==> src/rtl/extio_access_sched_if.sv <==
// Bus bundle for the ExtIO access scheduler: requester side, response side and
// the seven-peripheral access port. The scheduler uses the slave modport.
interface extio_access_sched_if #(
  parameter int NrMasters = 2,
  parameter int NrPeriph  = 7
);
  logic [NrMasters-1:0]    req_valid_i;
  logic [NrMasters-1:0]    req_ready_o;
  logic [NrMasters*64-1:0] req_addr_i;
  logic [NrMasters-1:0]    req_we_i;
  logic [NrMasters*64-1:0] req_wdata_i;
  logic [NrMasters*8-1:0]  req_be_i;

  logic [NrMasters-1:0]    rsp_valid_o;
  logic [63:0]             rsp_rdata_o;
  logic                    rsp_err_o;

  logic [NrPeriph-1:0]     per_sel_o;
  logic [63:0]             per_addr_o;
  logic                    per_we_o;
  logic [63:0]             per_wdata_o;
  logic [7:0]              per_be_o;
  logic [NrPeriph-1:0]     per_ack_i;
  logic [NrPeriph*64-1:0]  per_rdata_i;

  logic                    busy_o;

  modport slave (
    input  req_valid_i, req_addr_i, req_we_i, req_wdata_i, req_be_i,
    output req_ready_o,
    output rsp_valid_o, rsp_rdata_o, rsp_err_o,
    output per_sel_o, per_addr_o, per_we_o, per_wdata_o, per_be_o,
    input  per_ack_i, per_rdata_i,
    output busy_o
  );

  modport master (
    output req_valid_i, req_addr_i, req_we_i, req_wdata_i, req_be_i,
    input  req_ready_o,
    input  rsp_valid_o, rsp_rdata_o, rsp_err_o,
    input  per_sel_o, per_addr_o, per_we_o, per_wdata_o, per_be_o,
    output per_ack_i, per_rdata_i,
    input  busy_o
  );
endinterface

==> src/rtl/extio_access_sched.sv <==
// ExtIO access scheduler: round-robin grant, address decode to seven peripherals,
// one outstanding access. Optional ack timeout enabled by macro EXTIO_TIMEOUT_EN.
module extio_access_sched #(
  parameter int NrMasters     = 2,
  parameter int NrPeriph      = 7,
  parameter int TimeoutCycles = 255
) (
  input logic                 clk_i,
  input logic                 rst_i,
  extio_access_sched_if.slave bus
);
  localparam int MW     = (NrMasters > 1) ? $clog2(NrMasters) : 1;
  localparam int HidIdx = 5;

  typedef enum logic [1:0] {IDLE, ACCESS, RESP} state_t;

  state_t              r_state;
  state_t              w_nextState;

  logic [MW-1:0]       r_rrPtr;
  logic [MW-1:0]       r_owner;
  logic [63:0]         r_addr;
  logic                r_we;
  logic [63:0]         r_wdata;
  logic [7:0]          r_be;
  logic [NrPeriph-1:0] r_sel;
  logic [63:0]         r_rspData;
  logic                r_rspErr;

  logic [MW-1:0]       w_winner;
  logic                w_anyReq;
  logic                w_grant;
  logic [63:0]         w_winAddr;
  logic [3:0]          w_idx;
  logic                w_offOk;
  logic                w_hit;
  logic [NrPeriph-1:0] w_decSel;
  logic                w_ack;
  logic [63:0]         w_selRdata;
  logic                w_timeout;

  // Scan from the pointer downwards so the highest-priority requester is written last.
  always_comb begin
    w_winner = '0;
    w_anyReq = 1'b0;
    for (int k = NrMasters - 1; k >= 0; k--) begin
      if (bus.req_valid_i[(int'(r_rrPtr) + k) % NrMasters]) begin
        w_winner = MW'((int'(r_rrPtr) + k) % NrMasters);
        w_anyReq = 1'b1;
      end
    end
  end

  assign w_grant   = (r_state == IDLE) && w_anyReq && !rst_i;
  assign w_winAddr = bus.req_addr_i[int'(w_winner)*64 +: 64];
  assign w_idx     = w_winAddr[27:24];
  assign w_offOk   = (w_idx == 4'(HidIdx)) ? (w_winAddr[23:20] == 4'h0)
                                           : (w_winAddr[23:16] == 8'h00);
  assign w_hit     = (w_winAddr[63:28] == 36'h4) && (int'(w_idx) < NrPeriph) && w_offOk;

  always_comb begin
    w_decSel = '0;
    for (int p = 0; p < NrPeriph; p++) begin
      w_decSel[p] = w_hit && (w_idx == 4'(p));
    end
  end

  always_comb begin
    w_selRdata = '0;
    for (int p = 0; p < NrPeriph; p++) begin
      if (r_sel[p]) begin
        w_selRdata = w_selRdata | bus.per_rdata_i[p*64 +: 64];
      end
    end
  end

  assign w_ack = (r_state == ACCESS) && |(bus.per_ack_i & r_sel);

`ifdef EXTIO_TIMEOUT_EN
  localparam int CntW = $clog2(TimeoutCycles + 1);
  logic [CntW-1:0] r_toCnt;

  // Counter holds the number of completed ACCESS cycles without ack.
  always_ff @(posedge clk_i or posedge rst_i) begin
    if (rst_i) begin
      r_toCnt <= '0;
    end else if (w_grant) begin
      r_toCnt <= '0;
    end else if ((r_state == ACCESS) && !w_ack) begin
      r_toCnt <= r_toCnt + 1'b1;
    end
  end

  assign w_timeout = (r_state == ACCESS) && (r_toCnt == CntW'(TimeoutCycles - 1));
`else
  assign w_timeout = 1'b0;
`endif

  always_ff @(posedge clk_i or posedge rst_i) begin
    if (rst_i) begin
      r_state <= IDLE;
    end else begin
      r_state <= w_nextState;
    end
  end

  always_comb begin
    w_nextState = r_state;
    case (r_state)
      IDLE:    if (w_grant) w_nextState = w_hit ? ACCESS : RESP;
      ACCESS:  if (w_ack || w_timeout) w_nextState = RESP;
      RESP:    w_nextState = IDLE;
      default: w_nextState = IDLE;
    endcase
  end

  // A decode miss preloads the error response so RESP follows directly.
  always_ff @(posedge clk_i or posedge rst_i) begin
    if (rst_i) begin
      r_rrPtr   <= '0;
      r_owner   <= '0;
      r_addr    <= '0;
      r_we      <= 1'b0;
      r_wdata   <= '0;
      r_be      <= '0;
      r_sel     <= '0;
      r_rspData <= '0;
      r_rspErr  <= 1'b0;
    end else if (w_grant) begin
      r_rrPtr   <= MW'((int'(w_winner) + 1) % NrMasters);
      r_owner   <= w_winner;
      r_addr    <= w_winAddr;
      r_we      <= bus.req_we_i[w_winner];
      r_wdata   <= bus.req_wdata_i[int'(w_winner)*64 +: 64];
      r_be      <= bus.req_be_i[int'(w_winner)*8 +: 8];
      r_sel     <= w_decSel;
      r_rspData <= '0;
      r_rspErr  <= !w_hit;
    end else if (w_ack) begin
      r_rspData <= r_we ? 64'h0 : w_selRdata;
      r_rspErr  <= 1'b0;
    end else if (w_timeout) begin
      r_rspData <= '0;
      r_rspErr  <= 1'b1;
    end
  end

  always_comb begin
    bus.req_ready_o = '0;
    bus.rsp_valid_o = '0;
    for (int m = 0; m < NrMasters; m++) begin
      bus.req_ready_o[m] = w_grant && (int'(w_winner) == m);
      bus.rsp_valid_o[m] = (r_state == RESP) && (int'(r_owner) == m);
    end
    bus.rsp_rdata_o = (r_state == RESP) ? r_rspData : 64'h0;
    bus.rsp_err_o   = (r_state == RESP) && r_rspErr;
    bus.per_sel_o   = (r_state == ACCESS) ? r_sel : '0;
    bus.per_addr_o  = r_addr;
    bus.per_we_o    = r_we;
    bus.per_wdata_o = r_wdata;
    bus.per_be_o    = r_be;
    bus.busy_o      = (r_state != IDLE);
  end
endmodule

==> src/flat_wrapper.sv <==
// flat-port wrapper written by rule: the top's interface ports become plain ports
module extio_access_sched_flat 
#(
  parameter int NrMasters     = 2,
  parameter int NrPeriph      = 7,
  parameter int TimeoutCycles = 255
)
  (clk_i, rst_i, bus_req_valid_i, bus_req_addr_i, bus_req_we_i, bus_req_wdata_i, bus_req_be_i, bus_req_ready_o, bus_rsp_valid_o, bus_rsp_rdata_o, bus_rsp_err_o, bus_per_sel_o, bus_per_addr_o, bus_per_we_o, bus_per_wdata_o, bus_per_be_o, bus_per_ack_i, bus_per_rdata_i, bus_busy_o);
  extio_access_sched_if #(.NrMasters(NrMasters), .NrPeriph(NrPeriph)) bus_i ();
  input logic clk_i;
  input logic rst_i;
  input wire logic [$bits(bus_i.req_valid_i)-1:0] bus_req_valid_i;
  input wire logic [$bits(bus_i.req_addr_i)-1:0] bus_req_addr_i;
  input wire logic [$bits(bus_i.req_we_i)-1:0] bus_req_we_i;
  input wire logic [$bits(bus_i.req_wdata_i)-1:0] bus_req_wdata_i;
  input wire logic [$bits(bus_i.req_be_i)-1:0] bus_req_be_i;
  output wire logic [$bits(bus_i.req_ready_o)-1:0] bus_req_ready_o;
  output wire logic [$bits(bus_i.rsp_valid_o)-1:0] bus_rsp_valid_o;
  output wire logic [$bits(bus_i.rsp_rdata_o)-1:0] bus_rsp_rdata_o;
  output wire logic [$bits(bus_i.rsp_err_o)-1:0] bus_rsp_err_o;
  output wire logic [$bits(bus_i.per_sel_o)-1:0] bus_per_sel_o;
  output wire logic [$bits(bus_i.per_addr_o)-1:0] bus_per_addr_o;
  output wire logic [$bits(bus_i.per_we_o)-1:0] bus_per_we_o;
  output wire logic [$bits(bus_i.per_wdata_o)-1:0] bus_per_wdata_o;
  output wire logic [$bits(bus_i.per_be_o)-1:0] bus_per_be_o;
  input wire logic [$bits(bus_i.per_ack_i)-1:0] bus_per_ack_i;
  input wire logic [$bits(bus_i.per_rdata_i)-1:0] bus_per_rdata_i;
  output wire logic [$bits(bus_i.busy_o)-1:0] bus_busy_o;
  assign bus_i.req_valid_i = bus_req_valid_i;
  assign bus_i.req_addr_i = bus_req_addr_i;
  assign bus_i.req_we_i = bus_req_we_i;
  assign bus_i.req_wdata_i = bus_req_wdata_i;
  assign bus_i.req_be_i = bus_req_be_i;
  assign bus_req_ready_o = bus_i.req_ready_o;
  assign bus_rsp_valid_o = bus_i.rsp_valid_o;
  assign bus_rsp_rdata_o = bus_i.rsp_rdata_o;
  assign bus_rsp_err_o = bus_i.rsp_err_o;
  assign bus_per_sel_o = bus_i.per_sel_o;
  assign bus_per_addr_o = bus_i.per_addr_o;
  assign bus_per_we_o = bus_i.per_we_o;
  assign bus_per_wdata_o = bus_i.per_wdata_o;
  assign bus_per_be_o = bus_i.per_be_o;
  assign bus_i.per_ack_i = bus_per_ack_i;
  assign bus_i.per_rdata_i = bus_per_rdata_i;
  assign bus_busy_o = bus_i.busy_o;
  extio_access_sched #(.NrMasters(NrMasters), .NrPeriph(NrPeriph), .TimeoutCycles(TimeoutCycles)) u_core (.clk_i(clk_i), .rst_i(rst_i), .bus(bus_i));
endmodule
==> config.mk <==
export PLATFORM = sky130hd
export DESIGN_NAME = extio_access_sched_flat
export DESIGN_NICKNAME = d
export VERILOG_FILES = /design/src/rtl/extio_access_sched_if.sv /design/src/rtl/extio_access_sched.sv /design/src/flat_wrapper.sv
export SDC_FILE = /design/constraint.sdc
export NUM_CORES = 1
export LEC_CHECK = 0
export ABC_CLOCK_PERIOD_IN_PS = 7700
export BUFFER_PORTS_ARGS = -buffer_cell sky130_fd_sc_hd__clkbuf_2
export CAP_MARGIN = 20
export CORE_AREA = 5 5 366 368
export CTS_CLUSTER_DIAMETER = 150
export DETAILED_ROUTE_END_ITERATION = 8
export DIE_AREA = 0 0 371 373
export SYNTH_ARGS = -nofsm -noshare
export SYNTH_HDL_FRONTEND = slang
export SYNTH_SLANG_ARGS = --single-unit
==> constraint.sdc <==
create_clock -name clk_i -period 7.7 [get_ports clk_i]
set_input_delay 0 -clock clk_i [delete_from_list [all_inputs] [get_ports clk_i]]
set_output_delay 0 -clock clk_i [all_outputs]
set_load 0.03 [all_outputs]
==> results.yml <==
floorplan:
  start_util: 0.09053
  die_h_um: 373
  fp-row-count: 133
  core_area_um2: 130500
  pin_count: 947
  chipWidth_um: 371
  die-area_um2: 138400
timing:
  fin_crit_sh: 0.4544
  layout_min_cycle_time_ps: 3499
  worst_slew_pin_slew_ps: 1085
  slew_viol_final: 0
  fin_setup_tns_ps: 0
  hold_ws_ps: 25.77
  setup_viol: 0
  fin_skew_ps: 19.42
  rsz0062_at_grt: "no"
  hold_viol_final: 0
  fmax_mhz: 285.8
  relSlewSlack: 0.2766
global_routing:
  grt_pass1_vias: 18420
  grt-ovfl-total: 0
  grt_start_max_net_pins: 134
  grt_pass1_wl_um: 154900
  grtUsageTotal: 0.1619
  antenna_found_initial: 69
outcome:
  violations: "DRC"
  status: "finished with violations"
clocking:
  cts_tree: "yes"
  cts_buffer_depth: 3
  clock_sinks: 213
  cts_root_buf: "clkbuf_16"
  cts_resized: 0
  clk_latency_ps: 590
  clkTransAtPathRegs_ps: 60
  postCtsHoldBufs: 468
  cts_max_level: 1
  cts_setup_buffers: 0
  cts_buffers: 28
logic_synthesis:
  syn_inst: 1378
  syn_nets: 2111
  syn-cell-area_um2: 11810
  synth_seq_area_share: 0.4513
  synth_seq_cells: 213
  synth_cell_types: 39
  synth-warning-count: 0
  syn_avg_cell_area_um2: 8.571
worst_setup_path:
  endpoint_kind: "register"
  cp-start-kind: "register"
  critical_path_class: "reg -> reg"
  arrival_ps: 4030
  required_ps: 8230
  cp_max_fo: 89
routing:
  wl_per_cell_um: 26.44
  vias: 18120
  via_per_inst: 4.020
  firstDrtPassIters: 9
  drt-total-wl_um: 119200
  ant_nets: 0
  drc: 10
  drt-initial-drc-count: 2368
placement:
  gp_congestion: 0.8975
  numPortBuffers: 946
  hpwl_um: 95580
  dp.cells: 3963
power_and_ir_drop:
  vdd_drop_max_mv: 0.1853
  powerDensity_nw_per_um2: 177.7
  fin_total_pwr_uw: 4282
  p_leak_uw: 0.01114
finish:
  final_cell_mix: "clkbuf_2, dlygate4sd3_1, nand2_1"
  post-route-util: 0.1847
  final_cells: 4508
  final_nets: 3439
  mostFrequentLayoutCell: "clkbuf_2"
  drive_above_1_share: 0.3749
  syn2layout_area_growth_pct: 104.0
worst_hold_path:
  min_path_type: "in -> reg"
run:
  drv_cap: 0
[metrics by stage]
step                area [µm²]  setup slack, ps
floorplan                11810             1877
global placement         18380             4505
detailed placement       18380             4401
CTS                      24030             4267
global route             24050             3969
finish                   24100             4201
[cells by family (layout without fill, tap and decap cells)]
| family | count (synthesis) | in the layout | synth area share |
|---|---|---|---|
| compound gates | 415 | 415 | 0.2682 |
| buf+inv | 135 | 1483 | 0.04862 |
| flops | 213 | 213 | 0.4513 |
| mux | 2 | 2 | 0.001695 |
| other cells | 0 | 27 | 0 |
| simple gates | 613 | 613 | 0.2302 |
[layer usage]
layer  track usage  wire, µm
met5             0       324
met4       0.04540      3985
met3       0.09186     17360
met2        0.2709     55150
met1        0.1749     42350
[report_power, final]
part	internal, µW	total (µW)	switching (µW)
clock	834	1430	595
sequential	1260	1370	104
combinational	571	1490	916
total	2670	4280	1620
[layout make-up]
class | instances | area, µm²
tap | 1755 | 2196
inverter | 3 | 18.77
clock inverter | 9 | 122.6
antenna | 27 | 67.56
multi-input combinational | 1030 | 5937
clock buffer | 41 | 850.8
fill | 14630 | 106400
timing repair buffer | 1430 | 9552
sequential | 213 | 5356
[registers in the layout (all words and copies together) (netlist names)]
| name | count |
|---|---|
| u_core.bus.per_we_o | 1 |
| u_core.r_sel | 7 |
| u_core.r_rspErr | 1 |
| u_core.r_owner | 1 |
| u_core.bus.per_be_o | 8 |
| u_core.bus.per_wdata_o | 64 |
| u_core.r_rspData | 64 |
| u_core.r_rrPtr | 1 |
| u_core.bus.per_addr_o | 64 |
| u_core.r_state | 2 |
[path summary, 6_finish.rpt]
kind / from / end / slack [ps] / cells past startpoint
setup reg to reg: u_core.r_state[0] / u_core.bus.per_wdata_o[55] / 4200 / 7
min in group asynchronous: rst_i / u_core.bus.per_addr_o[26] / 190 / 3
hold / removal: bus_per_ack_i[6] / u_core.r_state[0] / 30 / 5
setup / recovery: u_core.r_state[0] / u_core.bus.per_wdata_o[55] / 4200 / 7
max in group asynchronous: rst_i / u_core.r_rspData[29] / 6210 / 4
hold reg to reg: u_core.r_rspData[1] / u_core.r_rspData[1] / 500 / 1
[cells in the mapped netlist]
library cell	n	area share
o21ai_0	6	0.0025
and2_4	1	0.00074
a21o_1	1	0.00064
nand4_1	5	0.0026
a21oi_1	3	0.0013
o2111ai_1	1	0.00074
clkbuf_1	79	0.025
a22oi_1	130	0.083
buf_1	24	0.0076
o21ai_1	1	0.00042
a22o_1	65	0.048
nor4b_1	1	0.00074
or3b_1	1	0.00074
inv_1	3	0.00095
nand3_1	64	0.027
and3b_1	1	0.00074
nor3_1	2	0.00085
or2_1	1	0.00053
nand2b_1	3	0.0016
buf_2	24	0.010
o31ai_1	5	0.0032
and3_1	2	0.0011
dfrtp_1	213	0.45
o21ba_1	1	0.00085
or4_1	1	0.00064
nand2_1	283	0.090
nor4_1	20	0.011
nor3_2	2	0.0017
and2_1	74	0.039
a222oi_1	65	0.055
or3_1	2	0.0011
nor2_1	141	0.045
a31oi_1	136	0.072
nor3b_1	3	0.0019
nor2b_1	4	0.0021
a211oi_1	1	0.00064
buf_6	5	0.0048
nand4b_1	2	0.0015
mux2i_1	2	0.0017
[worst max-delay path: stages (launching register included)]
cell,delay (ps)
dfrtp_1,420
or2_1,300
nor3_4,150
buf_4,770
buf_4,790
nor2_1,130
a31oi_1,220
dlygate4sd3_1,580
(Power assumes the default switching activity.)
